File: config.mk
export PLATFORM = sky130hd
export DESIGN_NAME = spw_link_ctrl
export DESIGN_NICKNAME = d
export VERILOG_FILES = /design/src/rtl/spw_link_ctrl_pkg.sv /design/src/rtl/spw_rx_fetch.sv /design/src/rtl/spw_link_ctrl.sv
export SDC_FILE = /design/constraint.sdc
export NUM_CORES = 1
export LEC_CHECK = 0
export BUFFER_PORTS_ARGS = -buffer_cell sky130_fd_sc_hd__buf_2
export CAP_MARGIN = 0
export CORE_ASPECT_RATIO = 1.1
export CORE_UTILIZATION = 50
export CTS_BUF_LIST = sky130_fd_sc_hd__clkbuf_2 sky130_fd_sc_hd__clkbuf_4 sky130_fd_sc_hd__clkbuf_8
export CTS_CLUSTER_SIZE = 40
export DETAILED_ROUTE_END_ITERATION = 7
export PLACE_DENSITY = 0.82
export SLEW_MARGIN = 15
export SYNTH_ARGS = -nofsm -noshare
export SYNTH_HDL_FRONTEND = slang
export SYNTH_SLANG_ARGS = --single-unit
export TNS_END_PERCENT = 20
File: constraint.sdc
create_clock -name clk_clk -period 2.05 [get_ports clk_clk]
set_clock_uncertainty 0.05 [all_clocks]
set_input_delay 0.3075 -clock clk_clk [delete_from_list [all_inputs] [get_ports clk_clk]]
set_output_delay 0.3075 -clock clk_clk [all_outputs]
set_load 0.1 [all_outputs]
File: src/rtl/spw_link_ctrl_pkg.sv
// Shared FSM state type, core state encodings and small helpers for the
// SpaceWire link-control wrapper.
package spw_link_ctrl_pkg;

  typedef enum logic [2:0] {
    ST_IDLE    = 3'd0,
    ST_START   = 3'd1,
    ST_RUN     = 3'd2,
    ST_DISABLE = 3'd3,
    ST_FAIL    = 3'd4
  } link_state_e;

  localparam logic [2:0] CS_ERRORRESET = 3'd0;
  localparam logic [2:0] CS_ERRORWAIT  = 3'd1;
  localparam logic [2:0] CS_READY      = 3'd2;
  localparam logic [2:0] CS_STARTED    = 3'd3;
  localparam logic [2:0] CS_CONNECTING = 3'd4;
  localparam logic [2:0] CS_RUN        = 3'd5;

  function automatic logic [1:0] sat_inc2(input logic [1:0] val, input logic [1:0] lim);
    if (val >= lim) begin
      return val;
    end else begin
      return val + 2'd1;
    end
  endfunction

endpackage

File: src/rtl/spw_rx_fetch.sv
// Pulls one word at a time from the core RX FIFO and presents it to the host
// with a valid/ready hold; an issued read always completes.
module spw_rx_fetch (
  input  logic       clk,
  input  logic       rst_n,
  input  logic       run,
  input  logic       rx_empty,
  input  logic [8:0] data_o,
  input  logic       rx_ready,
  output logic       rd_data,
  output logic       rx_valid,
  output logic [8:0] rx_data
);

  logic       rd_r;
  logic       pend_r;
  logic       valid_r;
  logic [8:0] data_r;
  logic       issue_s;

  assign issue_s = run & ~rx_empty & ~rd_r & ~pend_r & ~valid_r;

  // read pulse, one cycle for FIFO data to appear, then hold until accepted
  always_ff @(posedge clk or negedge rst_n) begin
    if (!rst_n) begin
      rd_r    <= 1'b0;
      pend_r  <= 1'b0;
      valid_r <= 1'b0;
      data_r  <= 9'd0;
    end else begin
      rd_r   <= issue_s;
      pend_r <= rd_r;
      if (pend_r) begin
        valid_r <= 1'b1;
        data_r  <= data_o;
      end else if (valid_r && rx_ready) begin
        valid_r <= 1'b0;
      end
    end
  end

  assign rd_data  = rd_r;
  assign rx_valid = valid_r;
  assign rx_data  = data_r;

endmodule

File: src/rtl/spw_link_ctrl.sv
// Link bring-up supervisor for a SpaceWire core: start/timeout/retry FSM plus
// host-side TX, RX and timecode plumbing.
module spw_link_ctrl
  import spw_link_ctrl_pkg::*;
#(
  parameter int TIMEOUT_CYC = 2000,
  parameter int MAX_RETRY   = 3,
  parameter int DIS_CYC     = 16
) (
  input  logic       clk_clk,
  input  logic       reset_reset_n,
  input  logic       enable,
  input  logic [6:0] cfg_tx_clk_div,
  input  logic [2:0] currentstate,
  output logic       link_start,
  output logic       autostart,
  output logic       link_disable,
  output logic [6:0] tx_clk_div,
  input  logic       tx_valid,
  input  logic [8:0] tx_data,
  output logic       tx_ready,
  output logic       wr_data,
  output logic [8:0] data_i,
  input  logic       tx_full,
  output logic       rd_data,
  input  logic [8:0] data_o,
  input  logic       rx_empty,
  output logic       rx_valid,
  output logic [8:0] rx_data,
  input  logic       rx_ready,
  input  logic       tick_req,
  input  logic [7:0] time_req,
  output logic       tick_in,
  output logic [7:0] time_in,
  output logic       link_up,
  output logic       link_fail,
  output logic [1:0] retry_cnt
);

  localparam int CNT_MAX = (TIMEOUT_CYC > DIS_CYC) ? TIMEOUT_CYC : DIS_CYC;
  localparam int TW      = $clog2(CNT_MAX + 1);
  localparam logic [TW-1:0] TO_LAST   = TW'(TIMEOUT_CYC - 1);
  localparam logic [TW-1:0] DIS_LAST  = TW'(DIS_CYC - 1);
  localparam logic [1:0]    RETRY_LIM = 2'(MAX_RETRY);

  logic [1:0]    rst_sync_r;
  logic          rst_n_s;
  link_state_e   state_r, state_next_s;
  logic [TW-1:0] timer_r, timer_next_s;
  logic [1:0]    retry_r, retry_next_s;
  logic          latch_div_s;
  logic [6:0]    div_r;
  logic          start_r, disable_r, up_r, fail_r;
  logic          run_s, tx_ready_s, tick_ok_s;
  logic          wr_r, tick_r, tick_req_d_r;
  logic [8:0]    di_r;
  logic [7:0]    time_r;

  // reset asserts asynchronously, releases two edges later
  always_ff @(posedge clk_clk or negedge reset_reset_n) begin
    if (!reset_reset_n) begin
      rst_sync_r <= 2'b00;
    end else begin
      rst_sync_r <= {rst_sync_r[0], 1'b1};
    end
  end
  assign rst_n_s = rst_sync_r[1];

  // next-state logic; host enable overrides core state and timeout
  always_comb begin
    state_next_s = state_r;
    timer_next_s = timer_r;
    retry_next_s = retry_r;
    latch_div_s  = 1'b0;
    case (state_r)
      ST_IDLE: begin
        if (enable) begin
          state_next_s = ST_START;
          timer_next_s = '0;
          latch_div_s  = 1'b1;
        end else begin
          state_next_s = ST_IDLE;
        end
      end
      ST_START: begin
        if (!enable) begin
          state_next_s = ST_DISABLE;
          timer_next_s = '0;
        end else if (currentstate == CS_RUN) begin
          state_next_s = ST_RUN;
          timer_next_s = '0;
          retry_next_s = 2'd0;
        end else if (timer_r == TO_LAST) begin
          state_next_s = ST_DISABLE;
          timer_next_s = '0;
          retry_next_s = sat_inc2(retry_r, RETRY_LIM);
        end else begin
          timer_next_s = timer_r + TW'(1);
        end
      end
      ST_DISABLE: begin
        if (timer_r == DIS_LAST) begin
          timer_next_s = '0;
          if (!enable) begin
            state_next_s = ST_IDLE;
          end else if (retry_r >= RETRY_LIM) begin
            state_next_s = ST_FAIL;
          end else begin
            state_next_s = ST_START;
          end
        end else begin
          timer_next_s = timer_r + TW'(1);
        end
      end
      ST_RUN: begin
        if (!enable) begin
          state_next_s = ST_DISABLE;
          timer_next_s = '0;
        end else if (currentstate != CS_RUN) begin
          state_next_s = ST_START;
          timer_next_s = '0;
        end else begin
          state_next_s = ST_RUN;
        end
      end
      ST_FAIL: begin
        if (!enable) begin
          state_next_s = ST_IDLE;
          retry_next_s = 2'd0;
        end else begin
          state_next_s = ST_FAIL;
        end
      end
      default: begin
        state_next_s = ST_IDLE;
        timer_next_s = '0;
        retry_next_s = 2'd0;
      end
    endcase
  end

  // state, counters and registered control decode of the next state
  always_ff @(posedge clk_clk or negedge rst_n_s) begin
    if (!rst_n_s) begin
      state_r   <= ST_IDLE;
      timer_r   <= '0;
      retry_r   <= 2'd0;
      div_r     <= 7'd0;
      start_r   <= 1'b0;
      disable_r <= 1'b0;
      up_r      <= 1'b0;
      fail_r    <= 1'b0;
    end else begin
      state_r   <= state_next_s;
      timer_r   <= timer_next_s;
      retry_r   <= retry_next_s;
      if (latch_div_s) div_r <= cfg_tx_clk_div;
      start_r   <= (state_next_s == ST_START) || (state_next_s == ST_RUN);
      disable_r <= (state_next_s == ST_DISABLE) || (state_next_s == ST_FAIL);
      up_r      <= (state_next_s == ST_RUN);
      fail_r    <= (state_next_s == ST_FAIL);
    end
  end

  assign run_s      = (state_r == ST_RUN);
  // bubble after each write gives the core a cycle to raise tx_full
  assign tx_ready_s = run_s & ~tx_full & ~wr_r;
  // a tick coinciding with link loss is dropped
  assign tick_ok_s  = run_s & (state_next_s == ST_RUN) & tick_req & ~tick_req_d_r;

  // TX write pulse and timecode edge detection
  always_ff @(posedge clk_clk or negedge rst_n_s) begin
    if (!rst_n_s) begin
      wr_r         <= 1'b0;
      di_r         <= 9'd0;
      tick_req_d_r <= 1'b0;
      tick_r       <= 1'b0;
      time_r       <= 8'd0;
    end else begin
      wr_r         <= tx_valid & tx_ready_s;
      if (tx_valid && tx_ready_s) di_r <= tx_data;
      tick_req_d_r <= tick_req;
      tick_r       <= tick_ok_s;
      if (tick_ok_s) time_r <= time_req;
    end
  end

  spw_rx_fetch u_rx_fetch (
    .clk      (clk_clk),
    .rst_n    (rst_n_s),
    .run      (run_s),
    .rx_empty (rx_empty),
    .data_o   (data_o),
    .rx_ready (rx_ready),
    .rd_data  (rd_data),
    .rx_valid (rx_valid),
    .rx_data  (rx_data)
  );

  assign link_start   = start_r;
  assign autostart    = start_r;
  assign link_disable = disable_r;
  assign link_up      = up_r;
  assign link_fail    = fail_r;
  assign retry_cnt    = retry_r;
  assign tx_clk_div   = div_r;
  assign tx_ready     = tx_ready_s;
  assign wr_data      = wr_r;
  assign data_i       = di_r;
  assign tick_in      = tick_r;
  assign time_in      = time_r;

endmodule

==> results.rst <==
.. list-table::
   :header-rows: 1

   * - Metric
     - Value
   * - Cell depth of the worst setup path
     - 3
   * - Final Net Count
     - 360
   * - Max Cap Viol
     - 0
   * - Share of the clock period used by the worst path after layout
     - 95.9%
   * - RSZ-0062 raised after global routing
     - no
   * - Critical-path cell with the highest stage delay
     - sky130_fd_sc_hd__dfrtp_1
   * - Layout cells sized above 1
     - 52.4%
   * - Peak Freq
     - 0.509 GHz
   * - TritonCTS clock tree
     - built
   * - Failing checks
     - DRC
   * - Hpwl dp
     - 3820 µm
   * - Max Slew Vio Count
     - 0
   * - Global placer's final weighted congestion
     - 0.929
   * - Worst Path Arrival
     - 1.61 ns
   * - Wire length of the first global-routing pass
     - 8540 µm
   * - Iteration count of the initial detailed-routing pass
     - 6
   * - Number of cells after detailed placement
     - 359
   * - Maximum number of pins on one net before global-route repair
     - 44
   * - CP startpoint kind
     - flip-flop
   * - Final-layout setup total negative slack
     - 0 ns
   * - Worst r2r path cells
     - 6
   * - Worst Hold Depth
     - 1
   * - HP Class
     - input pin to flip-flop
   * - Period minus WS final
     - 1.97 ns
   * - Worst hold-check slack
     - 0.0558 ns
   * - End-of-flow core utilization
     - 69.0%
   * - Die ar.
     - 5510 µm²
   * - Area of the mapped netlist
     - 2610 µm²
   * - Average wire per cell in the routed design
     - 14.2 µm
   * - Count of flip-flops with a built-in enable after synthesis
     - 0
   * - Crit-path cells
     - or3_4 > nor3_4 > buf_12
   * - Total length of routed wires
     - 5360 µm
   * - Remaining routing DRC violations
     - 18
   * - Final number of hold-violating endpoints
     - 0
   * - Outcome
     - complete, but fails checks
   * - Initial antenna violation count
     - 0
   * - Number of global-route vias before repair
     - 1880
   * - Deepest level of the CTS H-tree
     - 3
   * - Slowest stage delay, CP
     - 0.44 ns
   * - Setup-failing EPs final
     - 0
   * - Grt ovf
     - 0
   * - Worst setup EP type
     - output pin
   * - Count of mapped cells out of synthesis
     - 209
   * - Drt via density
     - 5.38
   * - Share of synthesized area occupied by flip-flops and latches
     - 58.5%
   * - Effective utilization at floorplan
     - 52.2%
   * - Commonest register cell after synthesis
     - sky130_fd_sc_hd__dfrtp_1
   * - GRT Overall Usage
     - 20.6%
   * - Number of standard-cell rows in the floorplan
     - 27
   * - Source-to-sink clock delay at the later pin of the worst-skew pair
     - 0.33 ns
   * - Area Overhead vs Synth
     - 32.3%
   * - Area share of the largest cell type after synthesis
     - 58.5%
   * - Synth top area cells
     - sky130_fd_sc_hd__dfrtp_1, sky130_fd_sc_hd__mux2_2, sky130_fd_sc_hd__nand2_1
   * - Commonest cells in the synthesized netlist
     - sky130_fd_sc_hd__dfrtp_1, sky130_fd_sc_hd__mux2_2, sky130_fd_sc_hd__nand2_1
   * - Gate family responsible for the most delay along the worst path
     - simple AND/OR/NAND/NOR gates
   * - Final ANT Viol Nets
     - 0
   * - Ports
     - 89
   * - Share of flip-flops with an asynchronous set or reset
     - 100%
   * - Initial DRC Count
     - 100
   * - Mean instance size in the synthesized netlist
     - 12.5 µm²
   * - Die width
     - 70.9 µm
   * - Launch instance of the worst min-delay path
     - tick_req
   * - Clock buffer depth
     - 2
   * - Core area
     - 5000 µm²
   * - Buffers on Ports
     - 88
   * - Startpoint of the worst setup timing path
     - state_r[2]
   * - Vias
     - 2028
   * - Yosys cell types
     - 50
   * - Sink count of the clock tree
     - 61
   * - Synth Warn #
     - 0
   * - Most frequent cell after synthesis
     - sky130_fd_sc_hd__dfrtp_1
   * - CTS root buf
     - sky130_fd_sc_hd__clkbuf_8
   * - CTS Buf Count
     - 9
   * - Ant diodes
     - 0
   * - Die H
     - 77.8 µm
   * - Number of register bits inferred by synthesis
     - 61
   * - Non-filler cells in the finished layout
     - 377
   * - Kind of critical path
     - flip-flop to output pin
   * - Source of the worst register-to-register timing path
     - timer_r[1]
   * - CTS clk-pin slew, worst paths
     - 0.06 ns
   * - Required time of the worst setup path
     - 1.69 ns
   * - Number of buffers and inverters on the critical path
     - 1
   * - Cell taking the most area after synthesis
     - sky130_fd_sc_hd__dfrtp_1
   * - Maximum fanout encountered on the critical timing path
     - 8
   * - Net count of the mapped netlist
     - 255
-- placed cells by master (no fill, tap or decap), types with 2 or more instances in the layout --
master,count
sky130_fd_sc_hd__a21oi_1,6
sky130_fd_sc_hd__clkinv_2,2
sky130_fd_sc_hd__ha_1,2
sky130_fd_sc_hd__dfrtp_1,56
sky130_fd_sc_hd__nand4_1,3
sky130_fd_sc_hd__buf_2,87
sky130_fd_sc_hd__buf_4,12
sky130_fd_sc_hd__xor2_1,2
sky130_fd_sc_hd__bufinv_16,2
sky130_fd_sc_hd__clkbuf_8,9
sky130_fd_sc_hd__and3_1,2
sky130_fd_sc_hd__nor2_1,14
sky130_fd_sc_hd__a21o_1,2
sky130_fd_sc_hd__a22o_1,3
sky130_fd_sc_hd__nand3_1,5
sky130_fd_sc_hd__o21ai_0,3
sky130_fd_sc_hd__nand2_1,17
sky130_fd_sc_hd__and4_1,2
sky130_fd_sc_hd__nand2b_1,2
sky130_fd_sc_hd__nor3_1,3
sky130_fd_sc_hd__inv_1,5
sky130_fd_sc_hd__buf_12,2
sky130_fd_sc_hd__a31oi_1,5
sky130_fd_sc_hd__mux2_2,34
sky130_fd_sc_hd__a221o_1,2
sky130_fd_sc_hd__dfrtp_2,5
-- sequential cells by signal, summed over array words and instances, names as in the netlist --
signal / flops
u_rx_fetch.rx_valid: 1
autostart: 1
link_up: 1
wr_data: 1
state_r: 3
timer_r: 11
retry_cnt: 2
data_i: 9
u_rx_fetch.pend_r: 1
rst_sync_r: 2
time_in: 8
u_rx_fetch.rx_data: 9
tick_in: 1
tick_req_d_r: 1
u_rx_fetch.rd_data: 1
tx_clk_div: 7
link_disable: 1
link_fail: 1
-- worst paths after layout --
path | endpoint | slack (ns)
max reg2reg | timer_r[10] | 0.15
max in group asynchronous | state_r[0] | 1.24
min in group asynchronous | tx_clk_div[6] | 0.15
min | tick_req_d_r | 0.06
max | tx_ready | 0.08
min reg2reg | tx_clk_div[6] | 0.15
-- per-stage QoR --
stage / area, µm² / setup WS [ns]
2_1_floorplan: 2630 / -0.324
3_3_place_gp: 3210 / 0.180
3_5_place_dp: 3210 / 0.122
4_1_cts: 3450 / 0.0145
5_1_grt: 3450 / 0.0207
6_report: 3450 / 0.0838
-- cells by family (layout without fill, tap and decap cells) --
| group | Yosys count | after routing | synth area share, % |
|---|---|---|---|
| flip-flops | 61 | 61 | 58.5 |
| AND/OR/NAND/NOR | 61 | 61 | 12.9 |
| multiplexers | 35 | 35 | 15.1 |
| AO/OA/AOI/OAI | 33 | 33 | 9.16 |
| buffers and inverters | 14 | 124 | 2.64 |
| adder cells (fa/ha/maj) | 2 | 2 | 0.959 |
| XOR/XNOR | 2 | 2 | 0.672 |
| other | 1 | 1 | 0.144 |
-- per-layer routing --
metal	vias to the layer above	wire [µm]	GRT usage, %
li1	965	-	-
met1	976	2310	25.5
met2	79	2640	32.8
met3	8	309	3.90
met4	0	97	14.0
met5	-	0	0
-- final cells by class --
| type | instances | area (µm²) |
|---|---|---|
| clock buffers | 10 | 131 |
| clock inverters | 6 | 86.3 |
| fillers | 377 | 1550 |
| inverters | 6 | 22.5 |
| multi-input cells | 134 | 1030 |
| flip-flops and latches | 61 | 1530 |
| well taps | 58 | 72.6 |
| repair buffers | 102 | 576 |
-- timing repair --
item,in CTS,in global routing
hold buffers,1,0
hold endpoints to repair,2,0
pin swaps,2,1
setup endpoints to repair,1,4
gates cloned,0,0
buffers inserted,1,0
resized for setup,1,1
Power is not shown: default switching activity piles up to over one toggle a cycle in this logic, so the estimate is an artifact.
